`src/rtl/seq_arb_pkg.sv`:
```
// rtl/seq_arb_pkg.sv - shared types and helpers for the 4-input weighted sequential arbiter
// Contents: NUM_REQS, req_vec_t, onehot_to_idx(), is_onehot().
package seq_arb_pkg;

    localparam int NUM_REQS = 4;

    typedef logic [NUM_REQS-1:0] req_vec_t;

    // Index of the set bit; only meaningful when the vector is one-hot.
    function automatic logic [1:0] onehot_to_idx(input req_vec_t v);
        logic [1:0] idx;
        idx = '0;
        for (int i = 0; i < NUM_REQS; i++) begin
            if (v[i]) begin
                idx = idx | 2'(i);
            end
        end
        return idx;
    endfunction

    function automatic logic is_onehot(input req_vec_t v);
        return (v != '0) && ((v & (v - req_vec_t'(1))) == '0);
    endfunction

endpackage

```
`src/rtl/seq_arb_req_fifo.sv`:
```
// rtl/seq_arb_req_fifo.sv - single-input synchronous message FIFO feeding one arbiter request
// Ports: clk, reset (async, active-high), push_val/push_rdy/push_data (enqueue handshake),
//        pop (dequeue strobe, only asserted when non-empty), head (oldest entry), empty, full.
module seq_arb_req_fifo #(
    parameter int DEPTH  = 2,
    parameter int DATA_W = 8
) (
    input  logic              clk,
    input  logic              reset,
    input  logic              push_val,
    output logic              push_rdy,
    input  logic [DATA_W-1:0] push_data,
    input  logic              pop,
    output logic [DATA_W-1:0] head,
    output logic              empty,
    output logic              full
);

    localparam int PTR_W = (DEPTH > 1) ? $clog2(DEPTH) : 1;
    localparam int CNT_W = $clog2(DEPTH) + 1;

    logic [DATA_W-1:0] mem [DEPTH];
    logic [PTR_W-1:0]  wr_ptr;
    logic [PTR_W-1:0]  rd_ptr;
    logic [CNT_W-1:0]  count;
    logic              push;

    assign full     = (count == CNT_W'(DEPTH));
    assign empty    = (count == '0);
    // Ready depends only on occupancy: a full FIFO is not ready even if it pops this cycle.
    assign push_rdy = !full;
    assign push     = push_val && push_rdy;
    assign head     = mem[rd_ptr];

    always_ff @(posedge clk or posedge reset) begin
        if (reset) begin
            wr_ptr <= '0;
            rd_ptr <= '0;
            count  <= '0;
            for (int i = 0; i < DEPTH; i++) begin
                mem[i] <= '0;
            end
        end else begin
            if (push) begin
                mem[wr_ptr] <= push_data;
                wr_ptr      <= wr_ptr + PTR_W'(1);
            end
            if (pop) begin
                rd_ptr <= rd_ptr + PTR_W'(1);
            end
            case ({push, pop})
                2'b10:   count <= count + CNT_W'(1);
                2'b01:   count <= count - CNT_W'(1);
                default: count <= count;
            endcase
        end
    end

endmodule

```
`src/rtl/seq_arb_4in_req_queue.sv`:
```
// rtl/seq_arb_4in_req_queue.sv - request-queue front end for the 4-input weighted sequential arbiter
// Ports: clk, reset (async, active-high); in_val/in_rdy/in_msg per-input enqueue;
//        reqs/grants/preset arbiter interface; out_val/out_rdy/out_msg/out_src output slot;
//        err (sticky invalid-grant flag) only when SEQ_ARB_REQ_QUEUE_ERR_EN is defined.
module seq_arb_4in_req_queue
    import seq_arb_pkg::*;
#(
    parameter int DEPTH  = 2,
    parameter int DATA_W = 8
) (
    input  logic                         clk,
    input  logic                         reset,
    input  logic [NUM_REQS-1:0]          in_val,
    output logic [NUM_REQS-1:0]          in_rdy,
    input  logic [NUM_REQS*DATA_W-1:0]   in_msg,
    output logic [NUM_REQS-1:0]          reqs,
    input  logic [NUM_REQS-1:0]          grants,
    output logic                         preset,
    output logic                         out_val,
    input  logic                         out_rdy,
    output logic [DATA_W-1:0]            out_msg,
    output logic [1:0]                   out_src
`ifdef SEQ_ARB_REQ_QUEUE_ERR_EN
    ,
    output logic                         err
`endif
);

    logic [DATA_W-1:0] heads [NUM_REQS];
    req_vec_t          empty;
    req_vec_t          full;
    req_vec_t          pop;
    logic              slot_free;
    logic              grant_ok;
    logic              grant_bad;
    logic [1:0]        grant_idx;

    for (genvar i = 0; i < NUM_REQS; i++) begin : g_fifo
        seq_arb_req_fifo #(
            .DEPTH  (DEPTH),
            .DATA_W (DATA_W)
        ) u_fifo (
            .clk       (clk),
            .reset     (reset),
            .push_val  (in_val[i]),
            .push_rdy  (in_rdy[i]),
            .push_data (in_msg[i*DATA_W +: DATA_W]),
            .pop       (pop[i]),
            .head      (heads[i]),
            .empty     (empty[i]),
            .full      (full[i])
        );
    end

    // The slot can take a new message if it is empty or being drained this cycle;
    // while stalled no requester is presented to the arbiter.
    assign slot_free = !out_val || out_rdy;
    assign reqs      = ~empty & {NUM_REQS{slot_free}};

    assign grant_ok  = is_onehot(grants) && ((grants & reqs) != '0);
    assign grant_bad = (grants != '0) && !grant_ok;
    assign grant_idx = onehot_to_idx(grants);
    assign pop       = grant_ok ? grants : '0;

    always_ff @(posedge clk or posedge reset) begin
        if (reset) begin
            out_val <= 1'b0;
            out_msg <= '0;
            out_src <= '0;
        end else if (grant_ok) begin
            out_val <= 1'b1;
            out_msg <= heads[grant_idx];
            out_src <= grant_idx;
        end else if (out_val && out_rdy) begin
            out_val <= 1'b0;
        end
    end

    // Pending requests with no grant means every requester with data is out of weight.
    // The !preset term keeps the reload cycle (grants still 0) from producing a second pulse.
    always_ff @(posedge clk or posedge reset) begin
        if (reset) begin
            preset <= 1'b0;
        end else begin
            preset <= (|reqs) && (grants == '0) && !preset;
        end
    end

`ifdef SEQ_ARB_REQ_QUEUE_ERR_EN
    always_ff @(posedge clk or posedge reset) begin
        if (reset) begin
            err <= 1'b0;
        end else if (grant_bad) begin
            err <= 1'b1;
        end
    end
`else
    logic unused_ok;
    assign unused_ok = &{1'b0, grant_bad, full};
`endif

endmodule

```
`config.mk`:
```
export PLATFORM = sky130hd
export DESIGN_NAME = seq_arb_4in_req_queue
export DESIGN_NICKNAME = d
export VERILOG_FILES = /design/src/rtl/seq_arb_pkg.sv /design/src/rtl/seq_arb_req_fifo.sv /design/src/rtl/seq_arb_4in_req_queue.sv
export SDC_FILE = /design/constraint.sdc
export NUM_CORES = 1
export LEC_CHECK = 0
export BUFFER_PORTS_ARGS = -buffer_cell sky130_fd_sc_hd__buf_2
export CORE_MARGIN = 2
export CORE_UTILIZATION = 55
export CTS_BUF_LIST = sky130_fd_sc_hd__clkbuf_16
export DETAILED_ROUTE_END_ITERATION = 6
export PLACE_DENSITY = 0.84
export SLEW_MARGIN = 20
export SYNTH_ARGS = -nofsm -noshare
export SYNTH_HDL_FRONTEND = slang
export SYNTH_SLANG_ARGS = --single-unit
export TNS_END_PERCENT = 10
```
`constraint.sdc`:
```
create_clock -name clk -period 3.9 [get_ports clk]
set_input_delay 0.78 -clock clk [delete_from_list [all_inputs] [get_ports clk]]
set_output_delay 0.78 -clock clk [all_outputs]
set_load 0.05 [all_outputs]
```
Word level (Yosys, flattened, before mapping) --
Cells that the tools add are included. W data, S select, Z words.
Word-level totals: flip-flop bits (word level) 92, bits in latches 0, RAM bits 0, ROM bits 0, input port bits 43, output and inout bits 20, logic and storage cells 150, memories 0
Cells by class: add/subtract/negate cells 17, multipliers 0, divide/modulo/power cells 0, order comparisons 13, eq/ne operators 12, shift operators 0, multiplexer cells 37, bitwise logic cells 13, reductions and logical operators 34
Operators by type and width (number):
- $mux W8 | 18
- $bwmux W16 | 4
- $demux W8 S1 | 4
- $bmux W8 S2 | 1
- $eq A2 B2 Y1 const B | 8
- $ge A2 B2 Y1 const B | 8
- $not A1 Y2 | 8
- $pmux W2 S2 | 4
- $logic_and A1 B1 Y1 | 13
- $and A4 B4 Y4 | 3
- $reduce_bool A2 Y1 | 5
- $add A1 B1 Y1 const B | 8
- $add A2 B1 Y2 const B | 4
- $eq A2 B1 Y1 const B | 4
- $logic_not A2 Y1 | 4
- $logic_not A4 Y1 | 2
- $lt A2 B1 Y1 const B | 4
- $reduce_bool A4 Y1 | 2
- $sub A2 B1 Y2 const B | 4
- $logic_not A1 Y1 | 6
- $mux W2 | 2
- $mux W4 | 1
- $not A4 Y4 | 1
- $reduce_or A4 Y1 | 1
- 5 further kinds | 7

Logic depth before layout (Yosys ltp) --
depth after elaboration 9, depth in mapped cells 8, depth with buffers taken out 8

Modules after synthesis --
From an unflattened synthesis, not the netlist that was laid out.
Second synthesis, totals: cells, all modules 329, area total of the unflattened synthesis 4451.8 um^2
Modules (own cells, without submodules):
- seq_arb_req_fifo at g_fifo[0].u_fifo ... | instances 3, cells an instance 60, area each 894.6 um^2, sequential area each 500.5 um^2
- seq_arb_req_fifo at g_fifo[3].u_fifo | instances 1, cells an instance 60, area each 928.4 um^2, sequential area each 500.5 um^2
- seq_arb_4in_req_queue | instances 1, cells an instance 89, area each 839.6 um^2, sequential area each 300.3 um^2

Least setup slack after synthesis --
Ideal clock, no wire load.
kind input -> register, start input out_rdy, end register g_fifo[2].u_fifo.count[1], library setup time 0.079 ns, data arrival time 2.419 ns, data required time 3.821 ns, setup slack 1.402 ns, stages 7, buffers on the path 0, path through nand2b_1 -> o21a_1 -> nand2_1 -> nor4_1 -> ha_1 -> nor2_1 -> xor2_1
On the way: longest elaborated chain between the ends 8, elaborated cells between the ends (all ways) 10, those cells by class eq/ne (2); mux (2); bitwise (2); reduce/logical (4)
RTL lines:
- from (decl) | RTL line seq_arb_4in_req_queue.sv:20 | input logic out_rdy,
- $logic_or A1 B1 Y1 (*) | RTL line seq_arb_4in_req_queue.sv:57 | assign slot_free = !out_val || out_rdy;
- $and A4 B4 Y4 (*) | RTL line seq_arb_4in_req_queue.sv:58 | assign reqs = ~empty & {NUM_REQS{slot_free}};
- net reqs[2] | RTL line seq_arb_4in_req_queue.sv:16 | output logic [NUM_REQS-1:0] reqs,
- $and A4 B4 Y4 (*) | RTL line seq_arb_4in_req_queue.sv:60 | assign grant_ok = is_onehot(grants) && ((grants & reqs) != '0);
- $reduce_bool A4 Y1 (*) | RTL line seq_arb_4in_req_queue.sv:60
- $logic_and A1 B1 Y1 (*) | RTL line seq_arb_4in_req_queue.sv:60
- $mux W4 (*) | RTL line seq_arb_4in_req_queue.sv:63 | assign pop = grant_ok ? grants : '0;
- net g_fifo[2].u_fifo.pop | RTL line seq_arb_req_fifo.sv:13 | input logic pop,
- $eq A2 B1 Y1 / $eq A2 B2 Y1 (equally long branches) | RTL line seq_arb_req_fifo.sv:51 | case ({push, pop})
- $pmux W2 S2 / $reduce_bool A2 Y1 (equally long branches)
- to (signal assigned) | RTL line seq_arb_req_fifo.sv:52 | 2'b10: count <= count + CNT_W'(1);
- to (signal assigned) | RTL line seq_arb_req_fifo.sv:53 | 2'b01: count <= count - CNT_W'(1);
- to (signal assigned) | RTL line seq_arb_req_fifo.sv:54 | default: count <= count;
- to (decl) | RTL line seq_arb_req_fifo.sv:25 | logic [CNT_W-1:0] count;
The timed path passes the listed nets; every way through them passes the cells marked *. A chain may end at the register's enable or synchronous reset.

Worst setup path in the final report --
start input out_rdy, end output reqs[1]
On the way: longest elaborated chain between the ends 2
RTL lines (RTL line):
- $logic_or A1 B1 Y1 | seq_arb_4in_req_queue.sv:57
- $and A4 B4 Y4 | seq_arb_4in_req_queue.sv:58
- to (decl) | seq_arb_4in_req_queue.sv:16
Every way passes these cells.

==> results.sh <==
export IMPL_status="completed"
export IMPL_die_h_um=91.5
export IMPL_hold_class="flop to flop"
export IMPL_p_per_area_nw_per_um2=914
export IMPL_drc=0
export IMPL_antenna_found_initial=0
export IMPL_layout_min_cycle_time_ns=2.40
export IMPL_cpLargestDelayFamily="buffers and inverters"
export IMPL_wl_per_cell_um=18.3
export IMPL_setup_worst_path_start_class="primary input"
export IMPL_drive_gt1_share_pct=25.8
export IMPL_p_leak_nw=2.31
export IMPL_diodes=0
export IMPL_syn_nets=342
export IMPL_ys_seq_elements=92
export IMPL_syn_to_final_growth_pct=17.3
export IMPL_period_share_pct=61.6
export IMPL_cap_violations=0
export IMPL_cp_required_ns=3.12
export IMPL_layout_commonest_cell="dfrtp_1"
export IMPL_layout_nets=406
export IMPL_worst_path_most_repeated_cell="buf_2"
export IMPL_cts_sinks=92
export IMPL_layoutNonFillerInstCount=463
export IMPL_dpl_cell_count=447
export IMPL_grt_pass1_vias=2699
export IMPL_endpoint_kind="output pin"
export IMPL_coreArea_um2=7330
export IMPL_fin_total_pwr_mw=4.51
export IMPL_clk_insertion_delay_late_ns=0.34
export IMPL_critPathArrivalTime_ns=1.62
export IMPL_vdd_drop_max_uv=436
export IMPL_ant_nets=0
export IMPL_hold_buffers=0
export IMPL_clockBufferDepth=2
export IMPL_critPathKind="primary input to output pin"
export IMPL_overflow=0
export IMPL_ys_flop_type="dfrtp_1"
export IMPL_io_pins=63
export IMPL_p_comb_share_pct=37.3
export IMPL_yosysTopAreaCell="dfrtp_1"
export IMPL_grt_max_degree=64
export IMPL_seq_area_frac_synth_pct=54.7
export IMPL_cpPeakStageDelay_ns=0.30
export IMPL_netlist_instances=295
export IMPL_grt_pass1_wl_um=13900
export IMPL_final_cell_mix="dfrtp_1, mux2_1, buf_2"
export IMPL_fillers=518
export IMPL_synth_edff_count=0
export IMPL_final_hold_violation_count=0
export IMPL_p_int_mw=2.82
export IMPL_tightestPinTransition_ns=0.761
export IMPL_dp_final_hpwl_um=6190
export IMPL_fin_skew_ns=0.0114
export IMPL_placed_area_um2=4590
export IMPL_crit_slowest_cell="buf_2"
export IMPL_place_ws_ns=1.25
export IMPL_p_sw_share_pct=37.5
export IMPL_synth_distinct_cells=28
export IMPL_final_area_um2=4940
export IMPL_h_tree_depth=3
export IMPL_cts_setup_buffers=0
export IMPL_avgSynthCellArea_um2=14.3
export IMPL_initial_core_util_pct=57.4
export IMPL_maxSlewViolCount=0
export IMPL_drt_iter0_drc=140
export IMPL_power_frac_seq_pct=40.4
export IMPL_path_max_fanout=5
export IMPL_async_reset_ff_share_pct=100
export IMPL_num_rows=31
export IMPL_path_cells="buf_2, nand2b_1, o21a_1, buf_2"
export IMPL_route_vias_total=2565
export IMPL_drt_wl_total_um=8480
export IMPL_rsz0062_at_grt="false"
export IMPL_finalSetupTns_ns=0
export IMPL_vias_per_cell=5.54
export IMPL_die_w_um=91.5
export IMPL_synth_warnings=0
export IMPL_synth_area_leaders="dfrtp_1, mux2_1, mux2i_1, mux4_2, xnor2_1"
export IMPL_gr_usage_all_layers_pct=22.0
export IMPL_firstDrtPassIters=4
export IMPL_cts_tree="built"
export IMPL_setup_viol=0
export IMPL_synth_top_area_share_pct=54.7
export IMPL_netlist_area_um2=4210
export IMPL_power_frac_clock_pct=22.3
export IMPL_portBuffers=62
export IMPL_max_slew_margin_pct=49.3
export IMPL_layout_setup_ws_ns=1.50
export IMPL_p_switching_mw=1.69
export IMPL_cts_resized=0
export IMPL_cts_buffers=9
export IMPL_clockRootBuffer="clkbuf_16"
export IMPL_clk_pin_slew_ns=0.06
export IMPL_max_freq_mhz=416
export IMPL_path_buf_inv=2
export IMPL_dieArea_um2=8360
export IMPL_gp_congestion=0.836
-- registers in the layout (all words and copies together), names as in the netlist --
name	flops
g_fifo.u_fifo.mem	64
g_fifo.u_fifo.count	8
g_fifo.u_fifo.rd_ptr	4
out_val	1
out_msg	8
preset	1
g_fifo.u_fifo.wr_ptr	4
out_src	2
-- routing by layer --
metal / up-vias / track usage, % / part of all wire [%]
li1: 1179 / - / -
met1: 1303 / 29.6 / 44
met2: 64 / 35.9 / 50
met3: 19 / 3.65 / 3.9
met4: 0 / 8.33 / 2.2
met5: - / 0 / 0
-- synth_stat cells (4+ instances only) --
library cell / n
xnor2_1: 12
mux2i_1: 41
nand3_1: 4
buf_4: 4
ha_1: 4
nor2_1: 6
nand2b_1: 5
inv_1: 11
nor2_2: 4
mux4_2: 8
xor2_1: 9
mux2_1: 65
nand2_1: 8
dfrtp_1: 92
buf_2: 5
-- cell families after synthesis --
family,count (synthesis),share of synthesized area [%]
compound gates,9,1.58
xor+xnor,21,4.37
fa+ha+maj,4,1.19
buf+inv,22,2.65
flops,92,54.7
mux,114,31.4
simple gates,33,4.05
-- power groups by stage --
stage | clock network (mW) | registers (mW) | logic, mW
floorplan | 0 | 1.85 | 1.24
global placement | 0 | 1.80 | 1.62
detailed placement | 0 | 1.83 | 1.68
CTS | 1.01 | 1.82 | 1.70
global route | 1.06 | 1.88 | 1.82
finish | 1.00 | 1.82 | 1.68
-- path summary, 6_finish.rpt --
| kind | cells past startpoint | slack [ns] | start | to |
|---|---|---|---|---|
| min in group asynchronous | 2 | 0.58 | reset | g_fifo[1].u_fifo.mem[5] |
| worst min-delay path | 1 | 0.49 | g_fifo[2].u_fifo.mem[8] | g_fifo[2].u_fifo.mem[8] |
| worst max-delay path | 4 | 1.50 | out_rdy | reqs[1] |
| worst min register to register | 1 | 0.49 | g_fifo[2].u_fifo.mem[8] | g_fifo[2].u_fifo.mem[8] |
| worst max register to register | 7 | 1.77 | out_val | g_fifo[3].u_fifo.count[1] |
| max in group asynchronous | 3 | 2.59 | reset | g_fifo[2].u_fifo.mem[13] |
-- worst register-to-register path: stages, from the launching register on --
cell	delay (ns)
dfrtp_1	0.38
nand2b_1	0.19
o21a_1	0.22
nand2_1	0.10
nor4_1	0.48
ha_1	0.38
nor2_1	0.15
xor2_1	0.15
-- final cells by class --
| type | count | area (um^2) | area share (%) |
|---|---|---|---|
| well taps | 99 | 124 | 2.51 |
| clock buffers | 9 | 225 | 4.56 |
| flip-flops and latches | 92 | 2300 | 46.6 |
| repair buffers | 64 | 325 | 6.59 |
| multi-input cells | 181 | 1790 | 36.3 |
| inverters | 11 | 43.8 | 0.887 |
| clock inverters | 7 | 123 | 2.48 |
-- through the flow --
| stage | util (%) | hold WS, ns |
|---|---|---|
| after floorplan | - | 0.457 |
| after global placement | 62.6 | 0.466 |
| after detailed placement | 62.6 | 0.475 |
| after CTS | 67.3 | 0.489 |
| after global routing | 67.3 | 0.506 |
| final | 67.3 | 0.486 |
No activity file was read; power rests on OpenSTA's default activity.
